### config.mk
export PLATFORM = sky130hd
export DESIGN_NAME = bitwise_logic_arbiter
export DESIGN_NICKNAME = d
export VERILOG_FILES = /design/src/rtl/bitwise_logic_arbiter_pkg.sv /design/src/rtl/bitwise_logic_unit.sv /design/src/rtl/bitwise_logic_arbiter.sv
export SDC_FILE = /design/constraint.sdc
export NUM_CORES = 1
export LEC_CHECK = 0
export CORE_UTILIZATION = 45
export CTS_CLUSTER_DIAMETER = 120
export CTS_CLUSTER_SIZE = 20
export DETAILED_ROUTE_END_ITERATION = 6
export GPL_ROUTABILITY_DRIVEN = 0
export PLACE_DENSITY = 0.82
export SLEW_MARGIN = 20
export SYNTH_ARGS = -nofsm -noshare
export SYNTH_HDL_FRONTEND = slang
export SYNTH_SLANG_ARGS = --single-unit
### constraint.sdc
create_clock -name clk -period 4.1 [get_ports clk]
set_input_delay 0.82 -clock clk [delete_from_list [all_inputs] [get_ports clk]]
set_output_delay 0.82 -clock clk [all_outputs]
set_load 0.01 [all_outputs]
### src/rtl/bitwise_logic_arbiter_pkg.sv
// ----------------------------------------------------------------------------
// bitwise_logic_arbiter_pkg
//   Shared opcode and requester-ID definitions for the bitwise logic arbiter
//   and its logic unit.
//   No ports: package only.
// ----------------------------------------------------------------------------
package bitwise_logic_arbiter_pkg;

    // Opcode encoding shared by both requesters.
    typedef enum logic [1:0] {
        OP_AND = 2'b00,
        OP_OR  = 2'b01,
        OP_XOR = 2'b10,
        OP_NOT = 2'b11
    } op_e;

    // Requester IDs, as reported on res_id and held in last_grant.
    localparam logic ID_A = 1'b0;
    localparam logic ID_B = 1'b1;

    localparam int unsigned DEF_WIDTH = 20;
    localparam int unsigned DEF_CNT_W = 16;

endpackage : bitwise_logic_arbiter_pkg

### src/rtl/bitwise_logic_unit.sv
// ----------------------------------------------------------------------------
// bitwise_logic_unit
//   Purely combinational WIDTH-bit bitwise logic unit.
//   Ports:
//     op  in  2      opcode (AND / OR / XOR / NOT of i0)
//     i0  in  WIDTH  operand 0
//     i1  in  WIDTH  operand 1 (don't-care for NOT)
//     s   out WIDTH  result
// ----------------------------------------------------------------------------
module bitwise_logic_unit
    import bitwise_logic_arbiter_pkg::*;
#(
    parameter int unsigned WIDTH = DEF_WIDTH
) (
    input  logic [1:0]       op,
    input  logic [WIDTH-1:0] i0,
    input  logic [WIDTH-1:0] i1,
    output logic [WIDTH-1:0] s
);

    logic [WIDTH-1:0] and_s;
    logic [WIDTH-1:0] or_s;
    logic [WIDTH-1:0] xor_s;
    logic [WIDTH-1:0] not_s;

    // Each function is its own cell; the opcode only picks one of them.
    assign and_s = i0 & i1;
    assign or_s  = i0 | i1;
    assign xor_s = i0 ^ i1;
    assign not_s = ~i0;

    always_comb begin
        s = and_s;
        case (op_e'(op))
            OP_AND:  s = and_s;
            OP_OR:   s = or_s;
            OP_XOR:  s = xor_s;
            OP_NOT:  s = not_s;
            default: s = and_s;
        endcase
    end

endmodule : bitwise_logic_unit

### src/rtl/bitwise_logic_arbiter.sv
// ----------------------------------------------------------------------------
// bitwise_logic_arbiter
//   Shares one bitwise logic unit between requester A (CPU execute stage) and
//   requester B (auxiliary checksum/mask engine). Round-robin grant on ties,
//   one registered result stage with valid/ready backpressure, ID-tagged
//   results and a wrapping delivered-result counter.
//
//   Handshake: a transfer happens in any cycle where valid and ready are both
//   high. Requesters hold valid/op/operands stable until ready; ready depends
//   combinationally on valid. On the result side the consumer takes the
//   result in any cycle where res_valid and res_ready are both high.
//
//   Ports:
//     clk, rst              clock, synchronous active-high reset
//     a_valid/a_op/a_i0/a_i1, a_ready   requester A
//     b_valid/b_op/b_i0/b_i1, b_ready   requester B
//     res_valid/res_data/res_id, res_ready  result stage
//     res_count             number of delivered results (wraps)
// ----------------------------------------------------------------------------
module bitwise_logic_arbiter
    import bitwise_logic_arbiter_pkg::*;
#(
    parameter int unsigned WIDTH = DEF_WIDTH,
    parameter int unsigned CNT_W = DEF_CNT_W
) (
    input  logic             clk,
    input  logic             rst,

    input  logic             a_valid,
    input  logic [1:0]       a_op,
    input  logic [WIDTH-1:0] a_i0,
    input  logic [WIDTH-1:0] a_i1,
    output logic             a_ready,

    input  logic             b_valid,
    input  logic [1:0]       b_op,
    input  logic [WIDTH-1:0] b_i0,
    input  logic [WIDTH-1:0] b_i1,
    output logic             b_ready,

    output logic             res_valid,
    output logic [WIDTH-1:0] res_data,
    output logic             res_id,
    input  logic             res_ready,
    output logic [CNT_W-1:0] res_count
);

    logic             res_valid_q, res_valid_d;
    logic [WIDTH-1:0] res_data_q,  res_data_d;
    logic             res_id_q,    res_id_d;
    logic [CNT_W-1:0] res_count_q, res_count_d;
    logic             last_grant_q, last_grant_d;

    logic             can_accept;
    logic             deliver;
    logic             grant_a;
    logic             grant_b;
    logic [1:0]       sel_op;
    logic [WIDTH-1:0] sel_i0;
    logic [WIDTH-1:0] sel_i1;
    logic [WIDTH-1:0] unit_s;

    // The result register frees up in the same cycle it is drained, so a new
    // op can be accepted back-to-back at full rate.
    assign can_accept = !res_valid_q || res_ready;
    assign deliver    = res_valid_q && res_ready;

    // On a tie, the requester that did not win last time gets the grant.
    // last_grant resets to B so the first tie goes to A.
    assign grant_a = !rst && can_accept && a_valid &&
                     (!b_valid || (last_grant_q == ID_B));
    assign grant_b = !rst && can_accept && b_valid &&
                     (!a_valid || (last_grant_q == ID_A));

    assign a_ready = grant_a;
    assign b_ready = grant_b;

    // Operand mux in front of the single shared unit.
    assign sel_op = grant_b ? b_op : a_op;
    assign sel_i0 = grant_b ? b_i0 : a_i0;
    assign sel_i1 = grant_b ? b_i1 : a_i1;

    bitwise_logic_unit #(
        .WIDTH (WIDTH)
    ) u_unit (
        .op (sel_op),
        .i0 (sel_i0),
        .i1 (sel_i1),
        .s  (unit_s)
    );

    always_comb begin
        res_valid_d  = res_valid_q;
        res_data_d   = res_data_q;
        res_id_d     = res_id_q;
        last_grant_d = last_grant_q;
        res_count_d  = res_count_q;

        if (deliver) begin
            res_count_d = res_count_q + {{(CNT_W-1){1'b0}}, 1'b1};
        end

        if (grant_a || grant_b) begin
            res_valid_d  = 1'b1;
            res_data_d   = unit_s;
            res_id_d     = grant_b ? ID_B : ID_A;
            last_grant_d = grant_b ? ID_B : ID_A;
        end else if (deliver) begin
            // Drained with nothing new: data keeps its last value.
            res_valid_d = 1'b0;
        end
    end

    always_ff @(posedge clk) begin
        if (rst) begin
            res_valid_q  <= 1'b0;
            res_data_q   <= '0;
            res_id_q     <= ID_A;
            res_count_q  <= '0;
            last_grant_q <= ID_B;
        end else begin
            res_valid_q  <= res_valid_d;
            res_data_q   <= res_data_d;
            res_id_q     <= res_id_d;
            res_count_q  <= res_count_d;
            last_grant_q <= last_grant_d;
        end
    end

    assign res_valid = res_valid_q;
    assign res_data  = res_data_q;
    assign res_id    = res_id_q;
    assign res_count = res_count_q;

endmodule : bitwise_logic_arbiter
==> flow_summary_export.csv <==
group,metric,value,unit
outcome,status,"complete, no violations",
routing,wire_per_inst,14.1,µm
routing,drt_iter0_markers,165,
pwr,ir_drop,0.143,mV
worst_setup_path,reg2reg_depth,8,
floorplanning,die_w,88.8,µm
synth,syn_area,3390,µm²
place,io_buffers,128,
cts,clk_pin_slew,0.08,ns
timing,timing.slew.headroom,37.9,%
cts,cts_root_buf,"clkbuf_8",
layout,fin_cells,680,
timing,setup_tns,0,ns
pwr,power_density,222,nW/µm²
worst_setup_path,cp_top_family,"buffers and inverters",
routing,first_pass_iters,4,
floorplanning,core.rowCount,31,
grt,grt_pass1_wl,15200,µm
worst_setup_path,critPathSlowestCell,"clkdlybuf4s50_1",
worst_setup_path,crit_arrival,2.61,ns
cts,cts_resized,0,
floorplanning,ios,129,
worst_setup_path,reg2reg_from,"res_valid$_SDFFE_PP0P_",
layout,fill_cells,618,
routing,drc,0,
routing,routed_wl,9560,µm
worst_setup_path,startpoint,"b_valid",
cts,cts_buffers,5,
worst_setup_path,worst-endpoint-required,3.28,ns
worst_setup_path,path_buf_inv,3,
floorplanning,start_util,46.8,%
worst_setup_path,crit_top_cell,"clkdlybuf4s50_1",
timing,post-route-period-util,83.8,%
worst_setup_path,cp_cell_sequence,"clkdlybuf4s50_1 -> a21boi_4 -> nand3_4 -> clkinv_2 -> clkdlybuf4s50_1",
grt,grt_usage,24.3,%
synth,syn_avg_cell_area,7.27,µm²
layout,drive_above_1_share,3.44,%
timing,drv_slew,0,
min_path,whs_path_depth,2,
routing,dr_wl_met3,562,µm
timing,hold_viol,0,
grt,grt_pass1_vias,3446,
floorplanning,core_area,7250,µm²
place,dp.final_hpwl,7070,µm
timing,clock.fmax,291,MHz
pwr,p_leak,2.17,nW
floorplanning,die-area,7890,µm²
grt,grt_overflow,0,
synth,synth_cell_types,37,
cts,cts_sinks,39,
routing,m1WireLength,4040,µm
layout,area_growth,42.3,%
min_path,hp-class,"register to register",
timing,period_minus_slack,3.43,ns
timing,final-setup-viol-count,0,
run,drv_cap,0,
cts,cts-htree-levels,2,
cts,clockBufferDepth,2,
place,dp_cells,672,
worst_setup_path,cpPeakStageDelay,0.63,ns
routing,topRoutingLayerUsed,"met4",
synth,syn_inst,467,
min_path,min_from,"res_data[16]$_SDFFE_PP0P_",
worst_setup_path,worstSetupEndpointType,"output port",
synth,yosysSeqAreaShare,23.0,%
routing,postRouteAntennaNets,0,
worst_setup_path,critPathMaxFanout,22,
worst_setup_path,cp_num_cells,5,
timing,worst_pin_slew,0.930,ns
cts,worst_skew_pair.late_latency,0.29,ns
routing,post_drt_via_cell_ratio,5.34,
grt,grt_max_degree,49,
layout,insertedDiodeCount,0,
routing,vias,3634,
worst_setup_path,cp-start-kind,"primary input",
worst_setup_path,path_class,"primary input to output port",
cts,postCtsSetupRepairBufs,0,
floorplanning,die-height,88.8,µm
synth,synthesis.nets,597,
timing,rsz0062_at_grt,"false",
layout,nets,710,
cts,cts-hold-fix-buffers,0,
synth,synth_seq_cells,39,
timing,finalClockSkew,0.00733,ns
cts,cts_tree,"built",
synth,ys_warn_count,0,
grt,antenna_found_initial,0,
routing,wl_met2,4760,µm
## worst register-to-register path: cells and delay by family, from the launching register on
family | cells | cell delay (ns)
buffers and inverters | 2 | 0.77
muxes | 1 | 0.32
and+or+nand+nor | 2 | 0.27
AOI/OAI and AO/OA | 2 | 0.38
adders and majority gates | 1 | 0.27
DFF | 1 | 0.36
## Yosys cell counts
cell type | number | area [µm²]
o31ai_1 | 1 | 7.51
and2_1 | 18 | 113
xnor2_1 | 8 | 70.1
buf_1 | 8 | 30.0
a2111oi_0 | 3 | 26.3
clkinv_2 | 1 | 5.00
nand4_1 | 4 | 25.0
inv_1 | 53 | 199
nor4_1 | 1 | 6.26
o311ai_1 | 10 | 87.6
buf_2 | 2 | 10.0
nand3_4 | 1 | 17.5
nand3_1 | 35 | 175
or4_1 | 1 | 7.51
o22ai_1 | 1 | 6.26
o2111ai_1 | 16 | 140
a21boi_4 | 1 | 18.8
nor2_1 | 37 | 139
clkbuf_1 | 18 | 67.6
dfxtp_1 | 39 | 781
nand2_1 | 82 | 308
mux2_2 | 1 | 11.3
or3_1 | 4 | 25.0
mux2i_1 | 26 | 260
ha_1 | 41 | 513
nand2b_1 | 2 | 12.5
o311ai_0 | 6 | 52.6
nor3_1 | 5 | 25.0
and3_1 | 2 | 12.5
a22o_1 | 3 | 26.3
buf_4 | 1 | 7.51
a21oi_1 | 8 | 40.0
o211ai_1 | 1 | 7.51
xor2_1 | 4 | 35.0
o21ai_0 | 18 | 90.1
a32o_1 | 1 | 10.0
nor2b_1 | 4 | 25.0
## placed cells by master (no fill, tap or decap)
cell,netlist,final
clkinv_2,1,2
clkbuf_8,0,5
nand3_1,35,35
nand2b_1,2,2
xnor2_1,8,8
o311ai_0,6,6
nor2_1,37,36
mux2i_1,26,26
nand2_1,82,82
ha_1,41,41
inv_1,53,53
nand4_1,4,4
clkdlybuf4s50_1,0,128
dfxtp_1,39,39
nor2b_1,4,4
o31ai_1,1,1
a21oi_1,8,8
o2111ai_1,16,16
a21boi_4,1,1
nor4_1,1,1
buf_4,1,7
a32o_1,1,1
or4_1,1,1
o311ai_1,10,10
o211ai_1,1,1
mux2_2,1,1
a2111oi_0,3,3
o22ai_1,1,1
nor3_1,5,5
or3_1,4,4
and2_1,18,18
a22o_1,3,3
clkinvlp_4,0,2
xor2_1,4,4
o21ai_0,18,18
nand3_4,1,1
nor2_2,0,1
and3_1,2,2
## flip-flops by register name, summed over array words and instances (netlist names)
| name | cells |
|---|---|
| res_valid | 1 |
| res_id | 1 |
| last_grant_q | 1 |
| res_data | 20 |
| res_count | 16 |
## report_power, final
group	internal (W)	switching, W
Clock	0.000119	0.000147
Combinational	0.000201	0.000180
Sequential	0.000407	0.0000169
## per-layer routing
metal  vias up  GRT usage [%]
li1       1810              -
met1      1686           29.5
met2       123           43.5
met3        15           4.01
met4         0           8.06
met5         -              0
## layout make-up
type                       count  area, µm²  share of cell area (%)
multi-input combinational    345       2300                    47.6
timing repair buffer         135       1330                    27.6
sequential                    39        781                    16.2
inverter                      54        204                    4.22
tap                           99        124                    2.57
clock buffer                   5       68.8                    1.43
clock inverter                 3       20.0                   0.415
## through the flow
| step | area [µm²] | utilization [%] | hold WS [ns] | setup WS (ns) | power, W |
|---|---|---|---|---|---|
| 2_1_floorplan | 3390 | - | 0.480 | 0.960 | 0.000616 |
| 3_3_place_gp | 4740 | 65.3 | 0.452 | 0.694 | 0.000798 |
| 3_5_place_dp | 4740 | 65.3 | 0.463 | 0.597 | 0.000812 |
| 4_1_cts | 4830 | 66.6 | 0.475 | 0.672 | 0.00107 |
| 5_1_grt | 4830 | 66.6 | 0.486 | 0.610 | 0.00114 |
| 6_report | 4830 | 66.6 | 0.477 | 0.665 | 0.00107 |
## path summary, 6_finish.rpt
kind,end,slack [ns]
worst min-delay path,res_data[16]$_SDFFE_PP0P_,0.48
worst max register to register,res_data[10]$_SDFFE_PP0P_,1.59
worst min register to register,res_data[16]$_SDFFE_PP0P_,0.48
worst max-delay path,b_ready,0.67
## cells by family (layout without fill, tap and decap cells)
family | count (synthesis) | in the layout | synth area share [%]
simple gates | 196 | 196 | 26.3
buf+inv | 83 | 197 | 9.40
compound gates | 69 | 69 | 15.1
fa+ha+maj | 41 | 41 | 15.1
flops | 39 | 39 | 23.0
mux | 27 | 27 | 8.00
xor+xnor | 12 | 12 | 3.10
No activity file was read; power rests on OpenSTA's default activity.
